### src/rtl/uart_tx_pkg.sv
// -----------------------------------------------------------------------------
// uart_tx_pkg
// Shared UART definitions used by both the transmitter and the receiver:
// FSM state encodings, the default bit period and the 8N1 frame constants.
// No ports (package).
// -----------------------------------------------------------------------------
package uart_tx_pkg;

    // Line FSM states; the encodings are shared with the receiver.
    typedef enum logic [1:0] {
        IDLE  = 2'b00,
        START = 2'b01,
        DATA  = 2'b10,
        STOP  = 2'b11
    } uart_state_t;

    // 50 MHz board clock / 9600 baud.
    localparam int DEFAULT_CLKS_PER_BIT = 5208;

    // The bit-period counter is 13 bits, which covers CLKS_PER_BIT up to 8191.
    localparam int CNT_WIDTH = 13;

    // 8N1 frame constants.
    localparam int   DATA_BITS = 8;
    localparam logic START_BIT = 1'b0;
    localparam logic STOP_BIT  = 1'b1;

endpackage

### src/rtl/uart_tx_if.sv
// -----------------------------------------------------------------------------
// uart_tx_if
// Host-side handshake of the UART transmitter.
//   start  : write strobe, pushes in_tx into the transmit buffer
//   in_tx  : byte to transmit
//   full   : transmit buffer holds FIFO_DEPTH bytes
//   busy   : a frame is on the line
//   done   : one-cycle pulse when a frame's stop bit has completed
// master = host driving bytes in, slave = the transmitter.
// -----------------------------------------------------------------------------
interface uart_tx_if;
    import uart_tx_pkg::*;

    logic                 start;
    logic [DATA_BITS-1:0] in_tx;
    logic                 full;
    logic                 busy;
    logic                 done;

    modport master (
        output start,
        output in_tx,
        input  full,
        input  busy,
        input  done
    );

    modport slave (
        input  start,
        input  in_tx,
        output full,
        output busy,
        output done
    );

endinterface

### src/rtl/uart_tx_fifo.sv
// -----------------------------------------------------------------------------
// uart_tx_fifo
// Synchronous first-word-fall-through FIFO used as the transmit buffer.
//   clk   : clock
//   reset : asynchronous active-high reset, empties the buffer
//   push  : write din (ignored while full)
//   pop   : discard the head entry (ignored while empty)
//   din   : write data
//   dout  : head entry, valid whenever empty is low
//   full  : DEPTH entries held
//   empty : no entries held
// -----------------------------------------------------------------------------
module uart_tx_fifo
    import uart_tx_pkg::*;
#(
    parameter int DEPTH = 4,
    parameter int WIDTH = DATA_BITS
) (
    input  logic             clk,
    input  logic             reset,
    input  logic             push,
    input  logic             pop,
    input  logic [WIDTH-1:0] din,
    output logic [WIDTH-1:0] dout,
    output logic             full,
    output logic             empty
);

    localparam int PTR_W = $clog2(DEPTH);
    localparam int CNT_W = PTR_W + 1;

    logic [WIDTH-1:0] mem [DEPTH];
    logic [PTR_W-1:0] wr_ptr;
    logic [PTR_W-1:0] rd_ptr;
    logic [CNT_W-1:0] count;
    logic             do_push;
    logic             do_pop;

    assign full  = (count == CNT_W'(DEPTH));
    assign empty = (count == '0);

    // full is taken from the registered count, i.e. before any pop this cycle,
    // so a push into a full buffer is dropped even when a pop happens alongside.
    assign do_push = push && !full;
    assign do_pop  = pop && !empty;

    assign dout = mem[rd_ptr];

    // Pointers wrap naturally because DEPTH is a power of two.
    always_ff @(posedge clk or posedge reset) begin
        if (reset) begin
            wr_ptr <= '0;
            rd_ptr <= '0;
            count  <= '0;
        end else begin
            if (do_push) begin
                wr_ptr <= wr_ptr + 1'b1;
            end
            if (do_pop) begin
                rd_ptr <= rd_ptr + 1'b1;
            end
            case ({do_push, do_pop})
                2'b10:   count <= count + 1'b1;
                2'b01:   count <= count - 1'b1;
                default: count <= count;
            endcase
        end
    end

    // Storage needs no reset; an entry is only read after it has been written.
    always_ff @(posedge clk) begin
        if (do_push) begin
            mem[wr_ptr] <= din;
        end
    end

endmodule

### src/rtl/uart_tx.sv
// -----------------------------------------------------------------------------
// uart_tx
// Buffered 8N1 UART transmitter: bytes written through the host interface are
// queued in uart_tx_fifo and sent LSB first, one start bit and one stop bit,
// each bit lasting CLKS_PER_BIT clocks.
//   clk       : board clock
//   reset     : asynchronous active-high reset, aborts any frame and empties
//               the buffer
//   bus       : host handshake (start, in_tx, full, busy, done)
//   output_tx : serial line, idles high, driven straight from a flop
// -----------------------------------------------------------------------------
module uart_tx
    import uart_tx_pkg::*;
#(
    parameter int CLKS_PER_BIT = DEFAULT_CLKS_PER_BIT,
    parameter int FIFO_DEPTH   = 4
) (
    input  logic      clk,
    input  logic      reset,
    uart_tx_if.slave  bus,
    output logic      output_tx
);

    localparam int                    BIT_W      = $clog2(DATA_BITS);
    localparam logic [CNT_WIDTH-1:0]  LAST_COUNT = CNT_WIDTH'(CLKS_PER_BIT - 1);
    localparam logic [BIT_W-1:0]      LAST_BIT   = BIT_W'(DATA_BITS - 1);

    uart_state_t            state;
    logic [CNT_WIDTH-1:0]   count;
    logic [BIT_W-1:0]       bit_idx;
    logic [DATA_BITS-1:0]   shift_reg;
    logic                   tx_reg;
    logic                   busy_reg;
    logic                   done_reg;

    logic [DATA_BITS-1:0]   fifo_dout;
    logic                   fifo_full;
    logic                   fifo_empty;
    logic                   fifo_pop;

    // The head byte is taken only from IDLE, so a frame in flight lives
    // entirely in shift_reg and later pushes cannot disturb it.
    assign fifo_pop = (state == IDLE) && !fifo_empty;

    uart_tx_fifo #(
        .DEPTH (FIFO_DEPTH),
        .WIDTH (DATA_BITS)
    ) u_fifo (
        .clk   (clk),
        .reset (reset),
        .push  (bus.start),
        .pop   (fifo_pop),
        .din   (bus.in_tx),
        .dout  (fifo_dout),
        .full  (fifo_full),
        .empty (fifo_empty)
    );

    assign bus.full  = fifo_full;
    assign bus.busy  = busy_reg;
    assign bus.done  = done_reg;
    assign output_tx = tx_reg;

    // Line FSM. tx_reg always carries the level of the bit being sent, so it
    // is loaded on the same edge as the state change that starts that bit.
    // done is raised on the STOP->IDLE edge, which leaves one idle-high cycle
    // before a queued byte can start its frame.
    always_ff @(posedge clk or posedge reset) begin
        if (reset) begin
            state     <= IDLE;
            count     <= '0;
            bit_idx   <= '0;
            shift_reg <= '0;
            tx_reg    <= STOP_BIT;
            busy_reg  <= 1'b0;
            done_reg  <= 1'b0;
        end else begin
            done_reg <= 1'b0;
            case (state)
                IDLE: begin
                    count   <= '0;
                    bit_idx <= '0;
                    if (!fifo_empty) begin
                        shift_reg <= fifo_dout;
                        state     <= START;
                        tx_reg    <= START_BIT;
                        busy_reg  <= 1'b1;
                    end else begin
                        tx_reg   <= STOP_BIT;
                        busy_reg <= 1'b0;
                    end
                end

                START: begin
                    if (count == LAST_COUNT) begin
                        count   <= '0;
                        bit_idx <= '0;
                        state   <= DATA;
                        tx_reg  <= shift_reg[0];
                    end else begin
                        count <= count + 1'b1;
                    end
                end

                DATA: begin
                    if (count == LAST_COUNT) begin
                        count <= '0;
                        if (bit_idx == LAST_BIT) begin
                            state  <= STOP;
                            tx_reg <= STOP_BIT;
                        end else begin
                            bit_idx   <= bit_idx + 1'b1;
                            shift_reg <= shift_reg >> 1;
                            tx_reg    <= shift_reg[1];
                        end
                    end else begin
                        count <= count + 1'b1;
                    end
                end

                STOP: begin
                    if (count == LAST_COUNT) begin
                        count    <= '0;
                        state    <= IDLE;
                        done_reg <= 1'b1;
                        busy_reg <= 1'b0;
                    end else begin
                        count <= count + 1'b1;
                    end
                end

                default: begin
                    state    <= IDLE;
                    count    <= '0;
                    bit_idx  <= '0;
                    tx_reg   <= STOP_BIT;
                    busy_reg <= 1'b0;
                end
            endcase
        end
    end

endmodule
### src/flat_wrapper.sv
// flat-port wrapper written by rule: the top's interface ports become plain ports
module uart_tx_flat import uart_tx_pkg::*;
#(
    parameter int CLKS_PER_BIT = DEFAULT_CLKS_PER_BIT,
    parameter int FIFO_DEPTH   = 4
)
  (clk, reset, output_tx, bus_start, bus_in_tx, bus_full, bus_busy, bus_done);
  uart_tx_if bus_i ();
  input  logic clk;
  input  logic reset;
  output logic output_tx;
  input wire logic [$bits(bus_i.start)-1:0] bus_start;
  input wire logic [$bits(bus_i.in_tx)-1:0] bus_in_tx;
  output wire logic [$bits(bus_i.full)-1:0] bus_full;
  output wire logic [$bits(bus_i.busy)-1:0] bus_busy;
  output wire logic [$bits(bus_i.done)-1:0] bus_done;
  assign bus_i.start = bus_start;
  assign bus_i.in_tx = bus_in_tx;
  assign bus_full = bus_i.full;
  assign bus_busy = bus_i.busy;
  assign bus_done = bus_i.done;
  uart_tx #(.CLKS_PER_BIT(CLKS_PER_BIT), .FIFO_DEPTH(FIFO_DEPTH)) u_core (.clk(clk), .reset(reset), .bus(bus_i), .output_tx(output_tx));
endmodule
### config.mk
export PLATFORM = sky130hd
export DESIGN_NAME = uart_tx_flat
export DESIGN_NICKNAME = d
export VERILOG_FILES = /design/src/rtl/uart_tx_pkg.sv /design/src/rtl/uart_tx_if.sv /design/src/rtl/uart_tx_fifo.sv /design/src/rtl/uart_tx.sv /design/src/flat_wrapper.sv
export SDC_FILE = /design/constraint.sdc
export NUM_CORES = 1
export LEC_CHECK = 0
export ABC_AREA = 1
export CAP_MARGIN = 30
export CORE_UTILIZATION = 40
export DETAILED_ROUTE_END_ITERATION = 7
export GPL_ROUTABILITY_DRIVEN = 0
export SYNTH_ARGS = -nofsm -noshare
export SYNTH_HDL_FRONTEND = slang
export SYNTH_SLANG_ARGS = --single-unit
export TNS_END_PERCENT = 50
### constraint.sdc
create_clock -name clk -period 2.86 [get_ports clk]
set_input_delay 0.286 -clock clk [delete_from_list [all_inputs] [get_ports clk]]
set_output_delay 0.286 -clock clk [all_outputs]
set_load 0.02 [all_outputs]
* Yosys cells after proc, flatten, opt, wreduce, memory -nomap -nowiden
Memory sizes are Yosys's and may differ from the RTL's. Index checks and enable logic that the tools add are counted.
Storage, ports and cells: register bits 36, RAM bits 32, input port bits 11, output and inout port bits 4, logic and storage cells 77, memories 1
Memory list:
- u_core.u_fifo.mem | words 4, width 8, rd ports 1, clocked after memory_dff 0, write ports 1, line uart_tx_fifo.sv:32 | logic [WIDTH-1:0] mem [DEPTH];
Cells by class: add/sub/neg operators 6, equality and inequality tests 14, multiplexer cells 29, reductions and logical operators 17
Operators with widths (number):
- 13-bit case mux with 2 select lines | 1
- 8-bit 2-to-1 mux | 3
- 8-bit case mux with 2 select lines | 1
- 13-bit by 1-bit adder with 13-bit output, second input constant | 1
- 13-bit equality test, second input constant | 1
- 13-bit 2-to-1 mux | 1
- 1-bit 2-to-1 mux | 10
- 2-bit 2-to-1 mux | 5
- 3-bit 2-to-1 mux | 3
- 3-bit case mux with 3 select lines | 1
- 2-bit by 1-bit != test with 1-bit output, second input constant | 4
- 2-bit case mux with 4 select lines | 1
- 4-bit AND reduction | 2
- 3-bit by 1-bit adder with 3-bit output, second input constant | 2
- 2-bit equality test, second input constant | 3
- 3-bit equality test, second input constant | 2
- 3-bit case mux with 2 select lines | 1
- 2-bit nonzero test | 3
- 5-bit AND reduction | 1
- 2-bit by 1-bit adder with 2-bit output, second input constant | 2
- 2-bit by 1-bit equality test with 1-bit output, second input constant | 2
- 2-bit != test, second input constant | 2
- 1-bit logical AND | 3
- 3-bit logical NOT | 1
- 9 further kinds | 10

* Longest topological paths before layout
depth in word-level cells 6, depth in mapped cells 10, depth with buffers taken out 10

* Hierarchy
Synthesis repeated with hierarchy kept, for this count alone.
Unflattened totals: cells, all modules 378, area, all modules 3420.8 µm²
Modules (own cells, without submodules):
- uart_tx_fifo | instances 1, cells each 155, area an instance 1755.4 µm², seq. area each 1136.1 µm²
- uart_tx | instances 1, cells each 223, area an instance 1665.3 µm², seq. area each 726.9 µm²

* Least setup slack after synthesis
No wires, ideal clock.
path kind flip-flop to flip-flop, from register u_core.state[0], to register u_core.u_fifo.count[2], setup time 0.131 ns, arrival time 1.980 ns, required time 2.729 ns, slack 0.749 ns, cell stages (with the launch flop) 11, buffers on the path 0, period minus slack after synthesis 2.111 ns, cells stage by stage dfrtp_1 -> inv_1 -> ha_1 -> inv_1 -> nor2_1 -> ha_1 -> inv_1 -> fa_1 -> a21oi_1 -> o21ai_0 -> xor2_1
On the way: longest elaborated chain between the ends 5, elaborated cells between the ends (all ways) 7
Ends and longest elaborated chain:
- start: declaration | line uart_tx.sv:28 | uart_state_t state;
- start signal: assignment | line uart_tx.sv:70 | state <= IDLE;
- start signal: assignment | line uart_tx.sv:85 | state <= START;
- start signal: assignment | line uart_tx.sv:98 | state <= DATA;
- 2-bit logical NOT * | line uart_tx.sv:43 | assign fifo_pop = (state == IDLE) && !fifo_empty;
- 1-bit logical AND * | line uart_tx.sv:43
- 1-bit logical AND * | line uart_tx_fifo.sv:45 | assign do_pop = pop && !empty;
- net u_core.u_fifo.do_pop | line uart_tx_fifo.sv:37 | logic do_pop;
- 2-bit by 1-bit equality test with 1-bit output / 2-bit equality test (equally long branches) | line uart_tx_fifo.sv:62 | case ({do_push, do_pop})
- 3-bit case mux with 2 select lines / 2-bit nonzero test (equally long branches)
- end signal: assignment | line uart_tx_fifo.sv:63 | 2'b10: count <= count + 1'b1;
- end signal: assignment | line uart_tx_fifo.sv:64 | 2'b01: count <= count - 1'b1;
- end signal: assignment | line uart_tx_fifo.sv:65 | default: count <= count;
- end: declaration | line uart_tx_fifo.sv:35 | logic [CNT_W-1:0] count;
The timed path passes the listed nets; every way through them passes the cells marked *. A chain may end at the register's enable or synchronous reset.

* Worst setup path in the final report
from register u_core.state[1], to register u_core.u_fifo.count[2]
Same word-level chain as after synthesis.

==> out/summary.md <==
Clock-pin slew was measured on the worst setup and hold paths at 0.08 ns. Power spread over the standard cell area amounts to 636 nW/um^2. The maximum fanout count along the critical path came out at 5. The min-delay analysis places its worst path in the category in -> async. Summing every instance area after synthesis gives 3250 sq um.

The via count of the first global-routing pass is 2,224. After technology mapping, the gate count stands at 336. Post-CTS timing repair inserted 0 buffers for setup. The tools report the storage element area as 1860 sq um. Summing all multi-input logic gate instances after layout gives 1210 sq um. Post-route DRC violation count: 0. Each instance of the synthesized netlist takes up on average 9.67 sq um. The analysis attributes to cell leakage a power of 1.59 nW. The layout has 740 filler cells.

The floorplan die width is 92.1 microns, and the final wirelength is 5.86 mm. The register with the most flip-flops in the layout has 32 of them. Hold timing on the final database bottoms out at a slack of 0.330 ns. The total power after layout is 2.36 mW, and the sequential cell area fraction in the yosys report is 0.574.

The count of instances resized after the clock tree is built was 0. CTS placed an instance of sky130_fd_sc_hd__clkbuf_8 at the clock tree root. Leaving out fill and tap cells, the most frequent cells in the layout are sky130_fd_sc_hd__nand2_1, sky130_fd_sc_hd__dfrtp_1, sky130_fd_sc_hd__edfxtp_1. The region available for standard cell placement spans 7810 sq um.

In the final design database the tool counted 385 nets. For this run, the detailed router's first-pass iteration total came to 4. The source-to-sink clock delay at the later pin of the worst-skew pair is 0.35 ns. 0 antenna diodes ended up in the layout. Setup repair after global routing left no endpoint under its margin. Setup violations remaining at the end of the flow were counted as 0.

For the final routed database, the setup TNS stands at 0 ns. OpenSTA, run right after detailed placement, puts the worst setup slack at 0.509 ns. The number of nets in the synthesized netlist is 362. The share of the clock period used by the worst path is 0.830, and the worst ir drop on vdd is 0.000497 V. The buffer and inverter count on the worst path is 3. For this run, the number of Yosys warnings is 0.

Setup slack closes at 0.486 ns. The remaining antenna violation count after routing was 0; the register bit total from synthesis was 68. The tools report the number of H-tree levels as 3. The slowest stage cell on the critical path is sky130_fd_sc_hd__dfrtp_1.

The routed layout has 2,169 vias. The worst setup path is launched from a register. Walking the worst path, the cells encountered are inv_1 -> ha_1 -> inv_1 -> nor2_1 -> ha_1 -> inv_1 -> fa_1 -> a21oi_1 -> o21ai_0 -> xor2_1. The sum of net half-perimeters after detailed placement was 3.96 mm; the aggregate global routing overflow was 0. The arrival time at the worst endpoint is 2.59 ns, and the detailed route wirelength on metal2 is 2.92 mm. The share of final-layout standard cells stronger than drive strength 1 is 0.137. For the worst relative slew slack, the log shows 0.508.

Number of violations reported at the end of detailed-routing iteration 0: 89. The routed via count divided by cell count was 4.65; the number of distinct library cell variants in the gate-level netlist after synthesis was 32. Met1 wire length: 2.72 mm.

The final count of hold timing violations was 0. In this run the top signal layer used is met4. The deepest clock path buffer count was 2.

The final period demand of the worst path works out to 2.37 ns. The critical path in this run is classified as reg -> reg. The aggregate global-route resource usage is 0.158, and the initial standard-cell utilization of the core is 0.416.

For this run, the slowest stage of the critical path takes 0.43 ns. In this run the tool buffered the top-level ports with 14 buffer cells. After floorplanning, the core was divided into 32 placement rows. Worst path required time: 3.08 ns. The flow ran to the end, and the final reports show no timing, DRC or antenna violations. In this run, post-CTS hold repair placed 0 buffers. Routed length on met3: 146 microns.

The tools report the final count of pins violating max slew as 0. The tools report the count of maximum capacitance violations as 0. TritonCTS built the clock tree. The transition time of the tightest slew-check pin was 0.735 ns.

Cell repeated most along the worst path: sky130_fd_sc_hd__inv_1. The die covers 8480 sq um. The kind of cell with the highest combined delay on the critical path was adder cells. For the setup clock skew after layout, the log shows 0.0146 ns. TritonCTS created 9 clock buffers. The number of antenna violations at the first check in global routing is 0.

Entering global routing, the biggest net connects 37 pins. STA classifies the critical path endpoint as a register. The first global-routing pass estimated 10.3 mm of wire. For this design, the sink count on the clock tree is 68. Measured along the y axis, the die boundary spans 92.1 microns.

The area growth from synthesis to layout is 14.3%. For this run, the top clock speed supported by timing is 421 MHz. After detailed routing, the average wire length per cell comes to 12.6 microns. Leading cell type in the layout, fill and taps excluded: sky130_fd_sc_hd__nand2_1. During I/O placement, the number of pins put on the boundary was 15.
[cells by family after synthesis]
logic type,after synthesis,synth area share
and+or+nand+nor,159,0.212
DFF,68,0.574
AOI/OAI and AO/OA,44,0.0782
buffers and inverters,42,0.0543
adders and majority gates,15,0.0601
xor gates and xnor gates,8,0.0216
[power by group]
group,total (mW),internal [mW],switching (mW)
Sequential,1.20,1.16,0.0433
Combinational,0.329,0.122,0.208
Clock,0.827,0.415,0.413
[final timing paths]
check                                     from  cells past startpoint  slack [ns]                 endpoint
setup / recovery               u_core.state[1]                     10        0.49   u_core.u_fifo.count[2]
hold / removal                           reset                      3        0.33  u_core.u_fifo.wr_ptr[0]
setup reg to reg               u_core.state[1]                     10        0.49   u_core.u_fifo.count[2]
hold reg to reg            u_core.shift_reg[5]                      2        0.48      u_core.shift_reg[5]
max in group asynchronous                reset                      3        2.17         u_core.output_tx
min in group clk           u_core.shift_reg[5]                      2        0.48      u_core.shift_reg[5]
[stage by stage]
step,instance area [sq um],util,cells
after global placement,3510,0.449,450
final,3710,0.475,466
after CTS,3710,0.475,466
after detailed placement,3510,0.449,450
after global routing,3710,0.475,466
after floorplan,3250,-,336
[cell type report]
cell class | count | share of cell area
Clock inverter | 7 | 0.0216
Clock buffer | 9 | 0.0334
Tap cell | 102 | 0.0344
Multi-Input combinational cell | 226 | 0.326
Timing Repair Buffer | 19 | 0.0479
Inverter | 35 | 0.0354
Sequential cell | 68 | 0.502
[worst register-to-register path, cell delays in order, from the launching register on]
cell and delay (ns):
sky130_fd_sc_hd__dfrtp_1 0.43, sky130_fd_sc_hd__inv_1 0.12, sky130_fd_sc_hd__ha_1 0.20, sky130_fd_sc_hd__inv_1 0.10, sky130_fd_sc_hd__nor2_1 0.26, sky130_fd_sc_hd__ha_1 0.20
sky130_fd_sc_hd__inv_1 0.07, sky130_fd_sc_hd__fa_1 0.43, sky130_fd_sc_hd__a21oi_1 0.14, sky130_fd_sc_hd__o21ai_0 0.14, sky130_fd_sc_hd__xor2_1 0.17
[metal layers]
metal | vias up | track usage
met5 | - | 0
met4 | 0 | 0.0430
met3 | 6 | 0.0498
met2 | 21 | 0.272
met1 | 1002 | 0.190
li1 | 1140 | -
[synthesized netlist by cell type]
library cell,count,share of area
sky130_fd_sc_hd__nor3b_1,2,0.0046
sky130_fd_sc_hd__o21ai_2,7,0.019
sky130_fd_sc_hd__clkinv_1,1,0.0012
sky130_fd_sc_hd__buf_2,3,0.0046
sky130_fd_sc_hd__fa_1,1,0.0062
sky130_fd_sc_hd__a21boi_0,1,0.0023
sky130_fd_sc_hd__dfrtp_1,35,0.27
sky130_fd_sc_hd__o21a_1,1,0.0023
sky130_fd_sc_hd__buf_4,2,0.0046
sky130_fd_sc_hd__xnor2_1,1,0.0027
sky130_fd_sc_hd__o21ai_0,20,0.031
sky130_fd_sc_hd__nor2_1,30,0.035
sky130_fd_sc_hd__inv_2,8,0.0092
sky130_fd_sc_hd__nand2_2,4,0.0077
sky130_fd_sc_hd__a21oi_1,11,0.017
sky130_fd_sc_hd__edfxtp_1,32,0.30
sky130_fd_sc_hd__nand3_2,1,0.0031
sky130_fd_sc_hd__nor3_1,5,0.0077
sky130_fd_sc_hd__nand3_4,1,0.0054
sky130_fd_sc_hd__inv_1,26,0.030
sky130_fd_sc_hd__or2_2,3,0.0058
sky130_fd_sc_hd__o21ai_1,3,0.0046
sky130_fd_sc_hd__buf_6,1,0.0035
sky130_fd_sc_hd__xor2_1,7,0.019
sky130_fd_sc_hd__nand2_1,87,0.10
sky130_fd_sc_hd__dfstp_2,1,0.0081
sky130_fd_sc_hd__nand3_1,22,0.034
sky130_fd_sc_hd__o21bai_1,1,0.0023
sky130_fd_sc_hd__nor3_2,1,0.0031
sky130_fd_sc_hd__ha_1,14,0.054
sky130_fd_sc_hd__clkbuf_1,1,0.0012
sky130_fd_sc_hd__nor2_2,3,0.0058
Power figures use the tool's default switching activity.
